==> src/rtl/fifo_pkg.sv <==
// Shared types and sizing helpers for the flagged FIFO family.
package fifo_pkg;

    // Width of the saturating error counter (optional FIFO_ERR_CNT_EN build).
    localparam int ERR_CNT_W = 8;

    // Read-port behaviour: registered pop vs. first-word-fall-through.
    typedef enum logic {
        FIFO_REG  = 1'b0,
        FIFO_FWFT = 1'b1
    } fifo_mode_e;

    // Pointer width; depth is a power of two >= 2, so this is at least 1.
    function automatic int ptr_w(input int depth);
        return (depth > 1) ? $clog2(depth) : 1;
    endfunction

    // Occupancy width: one extra bit so that 0..depth is representable.
    function automatic int cnt_w(input int depth);
        return $clog2(depth) + 1;
    endfunction

endpackage

==> src/rtl/fifo_mem.sv <==
// Storage array for the flagged FIFO: synchronous write, asynchronous read.
module fifo_mem
    import fifo_pkg::*;
#(
    parameter int width = 8,
    parameter int depth = 8
) (
    input  logic                     clk,
    input  logic                     wr_en,
    input  logic [ptr_w(depth)-1:0]  wr_addr,
    input  logic [width-1:0]         wr_data,
    input  logic [ptr_w(depth)-1:0]  rd_addr,
    output logic [width-1:0]         rd_data
);

    logic [width-1:0] mem [depth];

    // Store the incoming word at the write address.
    always_ff @(posedge clk) begin
        if (wr_en) begin
            mem[wr_addr] <= wr_data;
        end
    end

    assign rd_data = mem[rd_addr];

endmodule

==> src/rtl/fifo_flagged.sv <==
// Synchronous FIFO with occupancy count, almost-full/almost-empty flags and a
// selectable read mode (fwft = 0 registered pop, fwft = 1 fall-through).
// Optional build macro FIFO_ERR_CNT_EN adds sticky overflow/underflow flags
// and a saturating error counter.
module fifo_flagged
    import fifo_pkg::*;
#(
    parameter int width    = 8,
    parameter int depth    = 8,
    parameter int af_level = depth - 2,
    parameter int ae_level = 2,
    parameter int fwft     = 0
) (
    input  logic                     clk,
    input  logic                     rst,
    input  logic                     read,
    input  logic                     write,
    input  logic [width-1:0]         data,
    output logic [width-1:0]         queue_data,
    output logic                     empty,
    output logic                     full,
    output logic                     almost_empty,
    output logic                     almost_full,
    output logic [cnt_w(depth)-1:0]  count
`ifdef FIFO_ERR_CNT_EN
    ,
    output logic                     overflow,
    output logic                     underflow,
    output logic [ERR_CNT_W-1:0]     err_count
`endif
);

    localparam int         PW   = ptr_w(depth);
    localparam int         CW   = cnt_w(depth);
    localparam fifo_mode_e MODE = (fwft != 0) ? FIFO_FWFT : FIFO_REG;

    localparam logic [CW-1:0] DEPTH_C = CW'(depth);
    localparam logic [CW-1:0] AF_C    = CW'(af_level);
    localparam logic [CW-1:0] AE_C    = CW'(ae_level);

    // Reject configurations whose flags or pointer wrap would be meaningless.
    if ((depth < 2) || ((depth & (depth - 1)) != 0)) begin : g_bad_depth
        $error("fifo_flagged: depth must be a power of two >= 2");
    end
    if (af_level > depth) begin : g_bad_af
        $error("fifo_flagged: af_level must not exceed depth");
    end
    if (ae_level >= depth) begin : g_bad_ae
        $error("fifo_flagged: ae_level must be below depth");
    end

    logic [PW-1:0]    wr_ptr;
    logic [PW-1:0]    rd_ptr;
    logic [PW-1:0]    rd_ptr_next;
    logic [PW-1:0]    rd_addr;
    logic [CW-1:0]    count_next;
    logic [width-1:0] rd_data;
    logic [width-1:0] fwd_data;
    logic             read_acc;
    logic             write_acc;
    logic             mem_we;

    // Handshake decode: a pop frees a slot, so a full FIFO may still accept
    // a write in the same cycle; a read on empty is never accepted.
    always_comb begin
        read_acc    = read && !empty;
        write_acc   = write && (!full || read_acc);
        rd_ptr_next = read_acc ? rd_ptr + 1'b1 : rd_ptr;
        count_next  = count + CW'(write_acc) - CW'(read_acc);
        mem_we      = write_acc && !rst;
    end

    // Fall-through mode looks ahead to the post-edge head; registered mode
    // reads the current head when a pop is taken.
    always_comb begin
        rd_addr  = (MODE == FIFO_FWFT) ? rd_ptr_next : rd_ptr;
        fwd_data = rd_data;
        if (write_acc && (wr_ptr == rd_ptr_next)) begin
            fwd_data = data;
        end
    end

    fifo_mem #(
        .width (width),
        .depth (depth)
    ) u_mem (
        .clk     (clk),
        .wr_en   (mem_we),
        .wr_addr (wr_ptr),
        .wr_data (data),
        .rd_addr (rd_addr),
        .rd_data (rd_data)
    );

    // Pointer update; pointers wrap naturally since depth is a power of two.
    always_ff @(posedge clk) begin
        if (rst) begin
            wr_ptr <= '0;
            rd_ptr <= '0;
        end else begin
            if (write_acc) begin
                wr_ptr <= wr_ptr + 1'b1;
            end
            rd_ptr <= rd_ptr_next;
        end
    end

    // Occupancy and flags, all registered from the next count so they line
    // up with the pointer update.
    always_ff @(posedge clk) begin
        if (rst) begin
            count        <= '0;
            empty        <= 1'b1;
            full         <= 1'b0;
            almost_empty <= 1'b1;
            almost_full  <= (AF_C == '0);
        end else begin
            count        <= count_next;
            empty        <= (count_next == '0);
            full         <= (count_next == DEPTH_C);
            almost_empty <= (count_next <= AE_C);
            almost_full  <= (count_next >= AF_C);
        end
    end

    // Output word register: holds its value whenever nothing new is shown.
    always_ff @(posedge clk) begin
        if (rst) begin
            queue_data <= '0;
        end else if (MODE == FIFO_FWFT) begin
            if (count_next != '0) begin
                queue_data <= fwd_data;
            end
        end else if (read_acc) begin
            queue_data <= rd_data;
        end
    end

`ifdef FIFO_ERR_CNT_EN
    logic ovf_evt;
    logic unf_evt;

    // A dropped write needs full with no pop; an ignored read needs empty.
    always_comb begin
        ovf_evt = write && full && !read_acc;
        unf_evt = read && empty;
    end

    // Sticky error flags and saturating event counter, cleared only by rst.
    always_ff @(posedge clk) begin
        if (rst) begin
            overflow  <= 1'b0;
            underflow <= 1'b0;
            err_count <= '0;
        end else begin
            if (ovf_evt) begin
                overflow <= 1'b1;
            end
            if (unf_evt) begin
                underflow <= 1'b1;
            end
            if ((ovf_evt || unf_evt) && (err_count != '1)) begin
                err_count <= err_count + 1'b1;
            end
        end
    end
`endif

endmodule

==> config.mk <==
export PLATFORM = sky130hd
export DESIGN_NAME = fifo_flagged
export DESIGN_NICKNAME = d
export VERILOG_FILES = /design/src/rtl/fifo_pkg.sv /design/src/rtl/fifo_mem.sv /design/src/rtl/fifo_flagged.sv
export SDC_FILE = /design/constraint.sdc
export NUM_CORES = 1
export LEC_CHECK = 0
export BUFFER_PORTS_ARGS = -buffer_cell sky130_fd_sc_hd__buf_4
export CAP_MARGIN = 20
export CORE_UTILIZATION = 59
export DETAILED_ROUTE_END_ITERATION = 7
export PLACE_DENSITY_LB_ADDON = 0.1
export SYNTH_ARGS = -nofsm -noshare
export SYNTH_HDL_FRONTEND = slang
export SYNTH_HIERARCHICAL = 1
export SYNTH_SLANG_ARGS = --single-unit
==> constraint.sdc <==
create_clock -name clk -period 3.9 [get_ports clk]
set_input_delay 1.17 -clock clk [delete_from_list [all_inputs] [get_ports clk]]
set_output_delay 1.17 -clock clk [all_outputs]
set_load 0.02 [all_outputs]
Word-level counts from Yosys, hierarchy flattened. Memory sizes are Yosys's and may differ from the RTL's. A register that Yosys moved wholly into a read port is not among the register bits. Index checks and enable logic that the tools add are counted.

Magnitude comparators: 2. Equality and inequality tests: 1. Add/sub/neg operators: 4. Muxes and demuxes: 2. Reduce and logical (&&, ||, !) cells: 8.

Operator list (count): $add 3x1->3 const B (2); $add 4x1->4 (1); $eq 4x4->1 const B (1); $ge 4x3->1 const B (1); $le 4x2->1 const B (1); $logic_not 4->1 (1); $sub 4x1->4 (1); $logic_and 1x1->1 (3); $logic_not 1->1 (3); $mux 1 (2); $logic_or 1x1->1 (1).

Output and inout bits: 16. Register bits after elaboration: 14. RAM bits: 64. Logic and storage cells: 25. Memories kept: 1.

Memories: u_mem.mem (words 8, bits a word 8, read ports 1, clocked after memory_dff 1, wr ports 1, RTL line fifo_mem.sv:16) `logic [width-1:0] mem [depth];`.

Depth between registers and ports, before layout.
Word-level depth: 7. Mapped depth: 12.

Cells and area by module. The synthesis kept the hierarchy.

By module, submodules not included: fifo_mem (sequential area each 1921.8 µm², instances 1, area each 2531.2 µm², cells an instance 106); fifo_flagged (sequential area each 440.4 µm², instances 1, area each 907.1 µm², cells an instance 101).

Least setup slack after synthesis. No wires, ideal clock.

Path type: input to register. Start: input read. End: register almost_empty. Stages: 11. Buffers on the path: 2. Setup time: 116 ps. Arrival: 2962 ps. Setup slack: 822 ps. Cell sequence: nand2b_1 > buf_4 > inv_2 > buf_4 > ha_1 > inv_1 > ha_1 > inv_1 > fa_1 > nand2b_1 > a31o_2.

Longest elaborated chain between the ends: 6.

RTL lines: from (decl) (RTL line fifo_flagged.sv:16) `input logic read,`; $logic_and 1x1->1 * (RTL line fifo_flagged.sv:66) `read_acc = read && !empty;`; via read_acc (RTL line fifo_flagged.sv:59) `logic read_acc;`; $logic_or 1x1->1 (RTL line fifo_flagged.sv:67) `write_acc = write && (!full || read_acc);`; $logic_and 1x1->1 (RTL line fifo_flagged.sv:67); $add 4x1->4 (RTL line fifo_flagged.sv:69) `count_next = count + CW'(write_acc) - CW'(read_acc);`; $sub 4x1->4 * (RTL line fifo_flagged.sv:69); $le 4x2->1 * (RTL line fifo_flagged.sv:121) `almost_empty <= (count_next <= AE_C);`; to (signal assigned) (RTL line fifo_flagged.sv:121); to (decl) (RTL line fifo_flagged.sv:22) `output logic almost_empty,`.

Mark *: on every way through the listed nets, which the timed path passes. The rest lies on a longest branch. A chain may end at the register's enable or synchronous reset.

Worst setup path after layout.
Start: input read. End: register almost_full.

Longest elaborated chain between the ends: 6.

RTL lines: $logic_and 1x1->1 * (RTL line fifo_flagged.sv:66); $logic_or 1x1->1 (RTL line fifo_flagged.sv:67); $logic_and 1x1->1 (RTL line fifo_flagged.sv:67); $add 4x1->4 (RTL line fifo_flagged.sv:69); $sub 4x1->4 * (RTL line fifo_flagged.sv:69); $ge 4x3->1 * (RTL line fifo_flagged.sv:122) `almost_full <= (count_next >= AF_C);`; to (signal assigned) (RTL line fifo_flagged.sv:116) `almost_full <= (AF_C == '0);`; to (signal assigned) (RTL line fifo_flagged.sv:122); to (decl) (RTL line fifo_flagged.sv:23) `output logic almost_full,`.

Every way passes the cells marked *; elsewhere a longest branch is shown, timed or not.

==> results.json <==
{
  "status": "finished clean",
  "finalMaxSlewViolations": 0,
  "cts_resized": 0,
  "final_nets": 264,
  "start_util": 0.617,
  "ir_worst_vdd_mv": 0.439,
  "synth_top_area_frac": 0.559,
  "hp-class": "reg2reg",
  "synth_cell_types": 31,
  "tightest_slew_ns": 0.992,
  "hold_viol": 0,
  "vias_per_cell": 5.62,
  "cts_tree": "yes",
  "fp.dieH_um": 78.3,
  "area_delta_synth_final_pct": 14.1,
  "max_cap_violations": 0,
  "synth_ff_type": "edfxtp_1",
  "cts.clk_slew.worst_paths_ns": 0.08,
  "power.density_nw_per_um2": 607,
  "ant_nets": 0,
  "crit_fanout": 5,
  "min_period_ns": 2.96,
  "wl_per_cell_um": 19.0,
  "synth_edf_count": 64,
  "fmax_ghz": 0.338,
  "arrival_ns": 3.18,
  "drt_pass1_iterations": 4,
  "synth.avg_cell_area_um2": 16.6,
  "die_w_um": 78.3,
  "path_class": "in2reg",
  "core_um2": 5570,
  "relSlewSlack": 0.338,
  "synth_cells": 207,
  "clock-skew-final_ns": 0.00663,
  "drt_iter0_markers": 97,
  "htreeDepth": 3,
  "diodes": 0,
  "grt_pass1_vias": 1840,
  "num_io_pins": 28,
  "instances_no_fill": 322,
  "rows": 27,
  "dpl_cell_area_um2": 3730,
  "drive_gt1_frac": 0.248,
  "async_flop_share": 0,
  "grt_pass1_wl_um": 9570,
  "grt_max_degree": 24,
  "wl_um": 6110,
  "placedCellCount": 306,
  "setup_violations": 0,
  "cts_made_buffers": 9,
  "yosysSeqAreaShare": 0.687,
  "stdcell_area_um2": 3920,
  "ys_seq_elements": 86,
  "place.gp.congestion": 0.777,
  "synth.area.top_cells": "edfxtp_1 56%, dfxtp_1 13%, mux4_1 11%",
  "p_leak_nw": 1.41,
  "worstPathRequired_ns": 4.12,
  "synth_top_cell_by_area": "edfxtp_1",
  "grt.overflow.total": 0,
  "antenna_found_initial": 0,
  "hpwl_um": 4030,
  "dieArea_um2": 6140,
  "clockRootBuffer": "clkbuf_8",
  "fin_crit_sh": 0.759,
  "cts_buffer_depth": 2,
  "io_buffers": 27,
  "grtUsageTotal": 0.225,
  "ys_warn_count": 6,
  "vias": 1811,
  "postCtsSetupRepairBufs": 0,
  "syn-num-nets": 226,
  "drc": 0,
  "netlist_area_um2": 3440,
  "tns_ns": 0,
  "clock-sinks": 86,
  "worst_setup_path_end_kind": "flip-flop",
  "clk-insertion-delay-late_ns": 0.34,
  "rsz0062_at_grt": "no",
  "postCtsHoldBufs": 0,
  "start_kind": "input pin"
}
==> critical path, stage by stage <==
cell	delay, ns
buf_4	0.08
nand2b_1	0.06
a21boi_1	0.26
inv_1	0.12
ha_1	0.28
inv_1	0.06
ha_1	0.16
inv_1	0.06
fa_1	0.38
xor2_1	0.32
nand2b_1	0.15
o21ai_0	0.08
==> metal layers <==
metal | vias up | part of all wire | global-route usage | routed length (um)
met3 | 11 | 0.036 | 0.0453 | 217
met4 | 0 | 0.015 | 0.0963 | 89
li1 | 856 | - | - | -
met2 | 43 | 0.52 | 0.376 | 3160
met1 | 901 | 0.43 | 0.288 | 2640
met5 | - | 0 | 0 | 0
==> worst paths after layout <==
path / start / end / slack (ns) / cells after the start
setup / recovery: read / almost_full / 0.94 / 12
hold / removal: queue_data[4] / queue_data[4] / 0.47 / 2
setup reg to reg: empty / almost_full / 1.45 / 11
hold reg to reg: queue_data[4] / queue_data[4] / 0.47 / 2
==> synth_stat cells (all sizes together), types with 3 or more instances <==
library cell and n:
edfxtp 64, nand2 23, dfxtp 22, mux4 16
nor2 15, a21oi 11, inv 9, mux2 8
buf 6, ha 6, nand2b 6, xor2 4
clkbuf 3, nor3 3, xnor2 3
==> layout make-up <==
type | instances | area (um^2)
Fill cell | 384 | 1650
Sequential cell | 86 | 2360
Inverter | 9 | 33.8
Timing Repair Buffer | 36 | 270
Tap cell | 72 | 90.1
Clock inverter | 6 | 62.6
Clock buffer | 10 | 128
Multi-Input combinational cell | 103 | 976
==> placed cells by master (no fill, tap or decap), types with 2 or more instances in the layout <==
master,synthesis,routed
xnor2_1,2,2
mux2_2,8,8
nor3_1,3,3
clkinv_1,0,2
a21oi_1,10,10
buf_4,2,36
nand2b_1,6,6
edfxtp_1,64,64
nand2_1,23,23
nor2_1,15,15
inv_1,8,8
dfxtp_1,22,22
ha_1,6,6
mux4_1,15,15
clkinv_4,0,2
xor2_1,4,4
clkbuf_8,0,9
==> registers in the layout, indices dropped and copies added (netlist names) <==
register	cells
almost_empty	1
almost_full	1
count	4
empty	1
full	1
queue_data	8
rd_addr	3
u_mem/mem	64
wr_ptr	3
==> through the flow <==
step | util | total power [mW] | setup slack, ns | hold slack, ns
floorplan | - | 1.62 | 0.822 | 0.452
global placement | 0.670 | 1.78 | 0.713 | 0.455
detailed placement | 0.670 | 1.81 | 0.568 | 0.456
CTS | 0.704 | 2.40 | 0.925 | 0.471
global route | 0.704 | 2.49 | 0.736 | 0.497
finish | 0.704 | 2.38 | 0.941 | 0.473
==> report_power, final <==
group	total (mW)	internal [mW]	switching [mW]	leakage (nW)
sequential	1.15	1.07	0.0822	0.759
clock	0.601	0.294	0.306	0.0915
combinational	0.626	0.301	0.326	0.555
total	2.38	1.67	0.714	1.41
==> kinds of logic (layout without fill, tap and decap cells) <==
family,count (synthesis),in the layout,synth area share
AOI/OAI and AO/OA,17,17,0.0306
xor gates and xnor gates,7,7,0.0200
adders and majority gates,7,7,0.0277
buffers and inverters,18,61,0.0291
DFF,86,86,0.687
muxes,24,24,0.147
and+or+nand+nor,48,48,0.0582
Power figures use the tool's default switching activity.
